<file path="src/rtl/serial_transmitter.sv">
`default_nettype none
// ==========================================================================
// serial_transmitter -- LSB-first parallel-to-serial stage with a one-entry
// holding buffer.                                              Revision: 1.0
// ==========================================================================
module serial_transmitter #(
  parameter int BAUD_PERIOD = 10,
  parameter int DATA_WIDTH  = 8,
  parameter int GAP_BITS    = 1
) (
  input  logic                  clk,
  input  logic                  reset,
  input  logic [DATA_WIDTH-1:0] tx_data,
  input  logic                  tx_valid,
  output logic                  tx_ready,
  output logic                  serial_out,
  output logic                  tx_enable,
  output logic                  tx_busy,
  output logic                  tx_done
);

  localparam int C_GAP_CYCLES = GAP_BITS * BAUD_PERIOD;
  localparam int CNT_W = (C_GAP_CYCLES > 1) ? $clog2(C_GAP_CYCLES) : 1;
  localparam int IDX_W = (DATA_WIDTH > 1) ? $clog2(DATA_WIDTH) : 1;

  localparam logic [CNT_W-1:0] C_BAUD_LAST = CNT_W'(BAUD_PERIOD - 1);
  localparam logic [CNT_W-1:0] C_GAP_LAST  = CNT_W'(C_GAP_CYCLES - 1);
  localparam logic [IDX_W-1:0] C_IDX_LAST  = IDX_W'(DATA_WIDTH - 1);

  localparam logic [1:0] S_IDLE  = 2'd0;
  localparam logic [1:0] S_SHIFT = 2'd1;
  localparam logic [1:0] S_GAP   = 2'd2;

  logic [1:0]            state_q, state_d;
  logic [DATA_WIDTH-1:0] buf_q, buf_d;
  logic                  buf_full_q, buf_full_d;
  logic [DATA_WIDTH-1:0] shift_reg_q, shift_reg_d;
  logic [CNT_W-1:0]      baud_cnt_q, baud_cnt_d;
  logic [IDX_W-1:0]      bit_idx_q, bit_idx_d;
  logic                  serial_out_q, serial_out_d;
  logic                  tx_enable_q, tx_enable_d;
  logic                  tx_busy_q, tx_busy_d;
  logic                  tx_done_q, tx_done_d;

  logic                  w_load;
  logic                  w_shift;
  logic                  w_frame_end;
  logic [DATA_WIDTH-1:0] w_shifted;

  assign w_shifted = shift_reg_q >> 1;

  always_ff @(posedge clk or negedge reset) begin
    if (!reset) begin
      state_q <= S_IDLE;
    end else begin
      state_q <= state_d;
    end
  end

  always_comb begin
    state_d     = state_q;
    w_load      = 1'b0;
    w_shift     = 1'b0;
    w_frame_end = 1'b0;
    case (state_q)
      S_IDLE: begin
        if (buf_full_q) begin
          w_load  = 1'b1;
          state_d = S_SHIFT;
        end
      end
      S_SHIFT: begin
        if (baud_cnt_q == C_BAUD_LAST) begin
          if (bit_idx_q == C_IDX_LAST) begin
            w_frame_end = 1'b1;
            state_d     = S_GAP;
          end else begin
            w_shift = 1'b1;
          end
        end
      end
      S_GAP: begin
        if (baud_cnt_q == C_GAP_LAST) begin
          if (buf_full_q) begin
            w_load  = 1'b1;
            state_d = S_SHIFT;
          end else begin
            state_d = S_IDLE;
          end
        end
      end
      default: state_d = S_IDLE;
    endcase
  end

  // Load and accept are mutually exclusive: a load needs a full buffer,
  // an accept needs an empty one.
  always_comb begin
    buf_d       = buf_q;
    buf_full_d  = buf_full_q;
    shift_reg_d = shift_reg_q;
    baud_cnt_d  = baud_cnt_q;
    bit_idx_d   = bit_idx_q;

    if (w_load) begin
      shift_reg_d = buf_q;
      buf_full_d  = 1'b0;
      bit_idx_d   = '0;
    end else if (tx_valid && !buf_full_q) begin
      buf_d      = tx_data;
      buf_full_d = 1'b1;
    end

    if (w_shift) begin
      shift_reg_d = w_shifted;
      bit_idx_d   = bit_idx_q + IDX_W'(1);
    end

    // Any state change or bit boundary restarts the count, so it never wraps.
    if (w_shift || (state_d != state_q)) begin
      baud_cnt_d = '0;
    end else if (state_q != S_IDLE) begin
      baud_cnt_d = baud_cnt_q + CNT_W'(1);
    end
  end

  always_comb begin
    serial_out_d = serial_out_q;
    tx_enable_d  = tx_enable_q;
    tx_done_d    = 1'b0;
    if (w_load) begin
      serial_out_d = buf_q[0];
      tx_enable_d  = 1'b1;
    end else if (w_shift) begin
      serial_out_d = w_shifted[0];
    end else if (w_frame_end) begin
      serial_out_d = 1'b1;
      tx_enable_d  = 1'b0;
      tx_done_d    = 1'b1;
    end
    tx_busy_d = (state_d != S_IDLE) || buf_full_d;
  end

  always_ff @(posedge clk or negedge reset) begin
    if (!reset) begin
      buf_q        <= '0;
      buf_full_q   <= 1'b0;
      shift_reg_q  <= '0;
      baud_cnt_q   <= '0;
      bit_idx_q    <= '0;
      serial_out_q <= 1'b1;
      tx_enable_q  <= 1'b0;
      tx_busy_q    <= 1'b0;
      tx_done_q    <= 1'b0;
    end else begin
      buf_q        <= buf_d;
      buf_full_q   <= buf_full_d;
      shift_reg_q  <= shift_reg_d;
      baud_cnt_q   <= baud_cnt_d;
      bit_idx_q    <= bit_idx_d;
      serial_out_q <= serial_out_d;
      tx_enable_q  <= tx_enable_d;
      tx_busy_q    <= tx_busy_d;
      tx_done_q    <= tx_done_d;
    end
  end

  assign tx_ready   = !buf_full_q;
  assign serial_out = serial_out_q;
  assign tx_enable  = tx_enable_q;
  assign tx_busy    = tx_busy_q;
  assign tx_done    = tx_done_q;

endmodule
`default_nettype wire

</file>
<file path="config.mk">
export PLATFORM = sky130hd
export DESIGN_NAME = serial_transmitter
export DESIGN_NICKNAME = d
export VERILOG_FILES = /design/src/rtl/serial_transmitter.sv
export SDC_FILE = /design/constraint.sdc
export NUM_CORES = 1
export LEC_CHECK = 0
export ABC_AREA = 1
export ABC_CLOCK_PERIOD_IN_PS = 1800
export BUFFER_PORTS_ARGS = -buffer_cell sky130_fd_sc_hd__buf_2
export CAP_MARGIN = 20
export CELL_PAD_IN_SITES_DETAIL_PLACEMENT = 1
export CELL_PAD_IN_SITES_GLOBAL_PLACEMENT = 1
export CORE_MARGIN = 2
export CORE_UTILIZATION = 44
export DETAILED_ROUTE_END_ITERATION = 6
export GPL_TIMING_DRIVEN = 0
export PLACE_DENSITY_LB_ADDON = 0.1
export SLEW_MARGIN = 40
export SYNTH_ARGS = -nofsm -noshare
export SYNTH_HDL_FRONTEND = slang
export SYNTH_SLANG_ARGS = --single-unit
</file>
<file path="constraint.sdc">
create_clock -name clk -period 1.8 [get_ports clk]
set_input_delay 0.18 -clock clk [delete_from_list [all_inputs] [get_ports clk]]
set_output_delay 0.18 -clock clk [all_outputs]
set_load 0.02 [all_outputs]
</file>
==> out/results.ini <==
[floorplan]
rows=20
initial_core_util_pct=45.3
pin_count=16
die_h_um=59.4
die_area_um2=3530
die_w_um=59.4
design.core.area_um2=2980

[power_and_ir_drop]
leakagePower_nw=0.775
powerDensity_nw_per_um2=1520
peakVddDrop_uv=634

[min_path]
hold_path_startpoint=tx_data[5]
hold_class=input port to register

[outcome]
outcome=finished, final reports clean

[setup_path]
endpoint_kind=register
worst_ep_arrival_time_ps=1820
reg2reg_from=bit_idx_q[0]
path_cells=ha_1 -> ha_1 -> nor2_4 -> nand2_4 -> nand2_4 -> buf_8 -> nor2_2 -> a31oi_1
r2r_slack_ps=230
startpoint=bit_idx_q[0]
cpPeakStageDelay_ps=410
worstPathRequired_ps=2040
critPathLaunchType=register
crit_type=register to register
cp_max_fo=10
crit_path_top_delay_cell=dfrtp_1

[sta]
worstMarginPinSlew_ps=630
hold_violations=0
rsz0062_at_grt=no
finalCriticalPeriod_ps=1570
hold_slack_ps=76.1
maxSlewViolCount=0
setup_viol=0
timing.final.crit_share_pct=87.5
skew_ps=6.32
max_freq_ghz=0.635
setup_tns_ps=0
maxSlewHeadroom_pct=58.0

[detailed_routing]
drt_iter0_drc=36
wl_per_cell_um=14.0
viasPerCell=5.09
antenna_left=0
via_count=978
routed_wl_um=2680
drc=0
firstDrtPassIters=4

[logic_synthesis]
synth_top_area_share_pct=51.9
synth_cell_types=25
synth_nets=150
yosysTopAreaCell=dfrtp_1
synth_seq_cells=29
synth.cell_area_um2=1350
yosysWarningCount=0
avgSynthCellArea_um2=10.0
synth_area_leaders=dfrtp_1 52%, nand2_1 7.8%, mux2_2 5.8%
syn_inst=135
yosysSeqAreaShare_pct=53.8

[layout]
n_antenna_cell=0
area_delta_synth_final_pct=15.7
drive_above_1_share_pct=30.2
layout.nets=173
final_cell_mix=28 x nand2_1, 28 x dfrtp_1, 15 x buf_2

[cts]
cts_resized=0
clock_latency_ps=330
cts.clk_slew.worst_paths_ps=90
htreeDepth=2
cts_tree=built
cts_root_buf=clkbuf_4
cts_buffer_depth=2
cts_buffers=5
clock-sinks=29

[placed_design]
place_congestion=0.695
dp_hpwl_um=2050
io_buffers=15

[grt]
antenna_found_initial=0
grt_pass1_wl_um=4830
grt_pass1_vias=1065
track_usage_pct=18.8
gr-total-overflow=0
grt_max_degree=30

[run]
drv_cap=0

synth_stat cells, drive strengths merged:
cell,count
dfstp,1
a31oi,5
nand2,33
a21oi,3
dfrtp,28
inv,14
mux2,7
buf,2
nand3,9
nor2,16
nand4,3
xor2,2
o22ai,1
o21bai,1
o21ai,6
ha,4
routing by layer:
layer	routed length, µm	track usage (%)	part of all wire (%)	vias up
li1	-	-	-	491
met1	1220	22.6	45	467
met3	95	4.80	3.5	5
met5	0	0	0	-
met2	1310	30.9	49	15
met4	57	9.74	2.1	0
sequential cells by signal (all words and copies together) (netlist names):
signal	flops
buf_q	8
shift_reg_q	7
baud_cnt_q	4
bit_idx_q	3
state_q	2
buf_full_q	1
serial_out	1
tx_busy	1
tx_done	1
tx_enable	1
layout make-up:
class | count | area [µm²]
timing repair buffer | 16 | 85.1
clock inverter | 1 | 30.0
clock buffer | 7 | 55.1
sequential | 29 | 727
fill | 354 | 1420
multi-input combinational | 90 | 548
inverter | 14 | 52.6
buffer | 2 | 22.5
tap | 33 | 41.3
cells by family after synthesis:
family | share of synthesized area (%)
buffers and inverters | 5.56
adder cells (fa/ha/maj) | 3.71
multiplexers | 5.84
XOR/XNOR | 1.30
AO/OA/AOI/OAI | 7.14
flip-flops | 53.8
AND/OR/NAND/NOR | 22.6
worst paths after layout:
| check | endpoint | cells after the start |
|---|---|---|
| worst max-delay path | shift_reg_q[5] | 8 |
| worst min-delay path | buf_q[5] | 2 |
| worst max register to register | shift_reg_q[5] | 8 |
| worst min register to register | bit_idx_q[0] | 1 |
| max in group asynchronous | state_q[1] | 2 |
| min in group asynchronous | bit_idx_q[2] | 2 |
stage by stage:
step	util (%)	cell area (µm²)	cells	setup WS (ps)	power (mW)
final	52.4	1560	192	225	2.38
after global routing	52.4	1560	192	51.1	2.59
after CTS	52.4	1560	192	208	2.42
after detailed placement	49.2	1470	183	224	1.86
after global placement	49.2	1470	183	289	1.77
after floorplan	-	1350	135	406	1.64
what timing repair did:
action                    CTS  global route
buffers inserted            0             0
hold endpoints to repair   28             0
hold buffers                1             0
worst max-delay path: cells and delay by family (launching register included):
family	cells	cell delay [ps]
buffers and inverters	1	140
and+or+nand+nor	4	340
AOI/OAI and AO/OA	1	170
DFF	1	410
adders and majority gates	2	430
power breakdown:
part	internal (mW)	switching, mW
Clock	0.331	0.223
Sequential	0.918	0.182
Combinational	0.332	0.390
No activity file was read; power rests on OpenSTA's default activity.
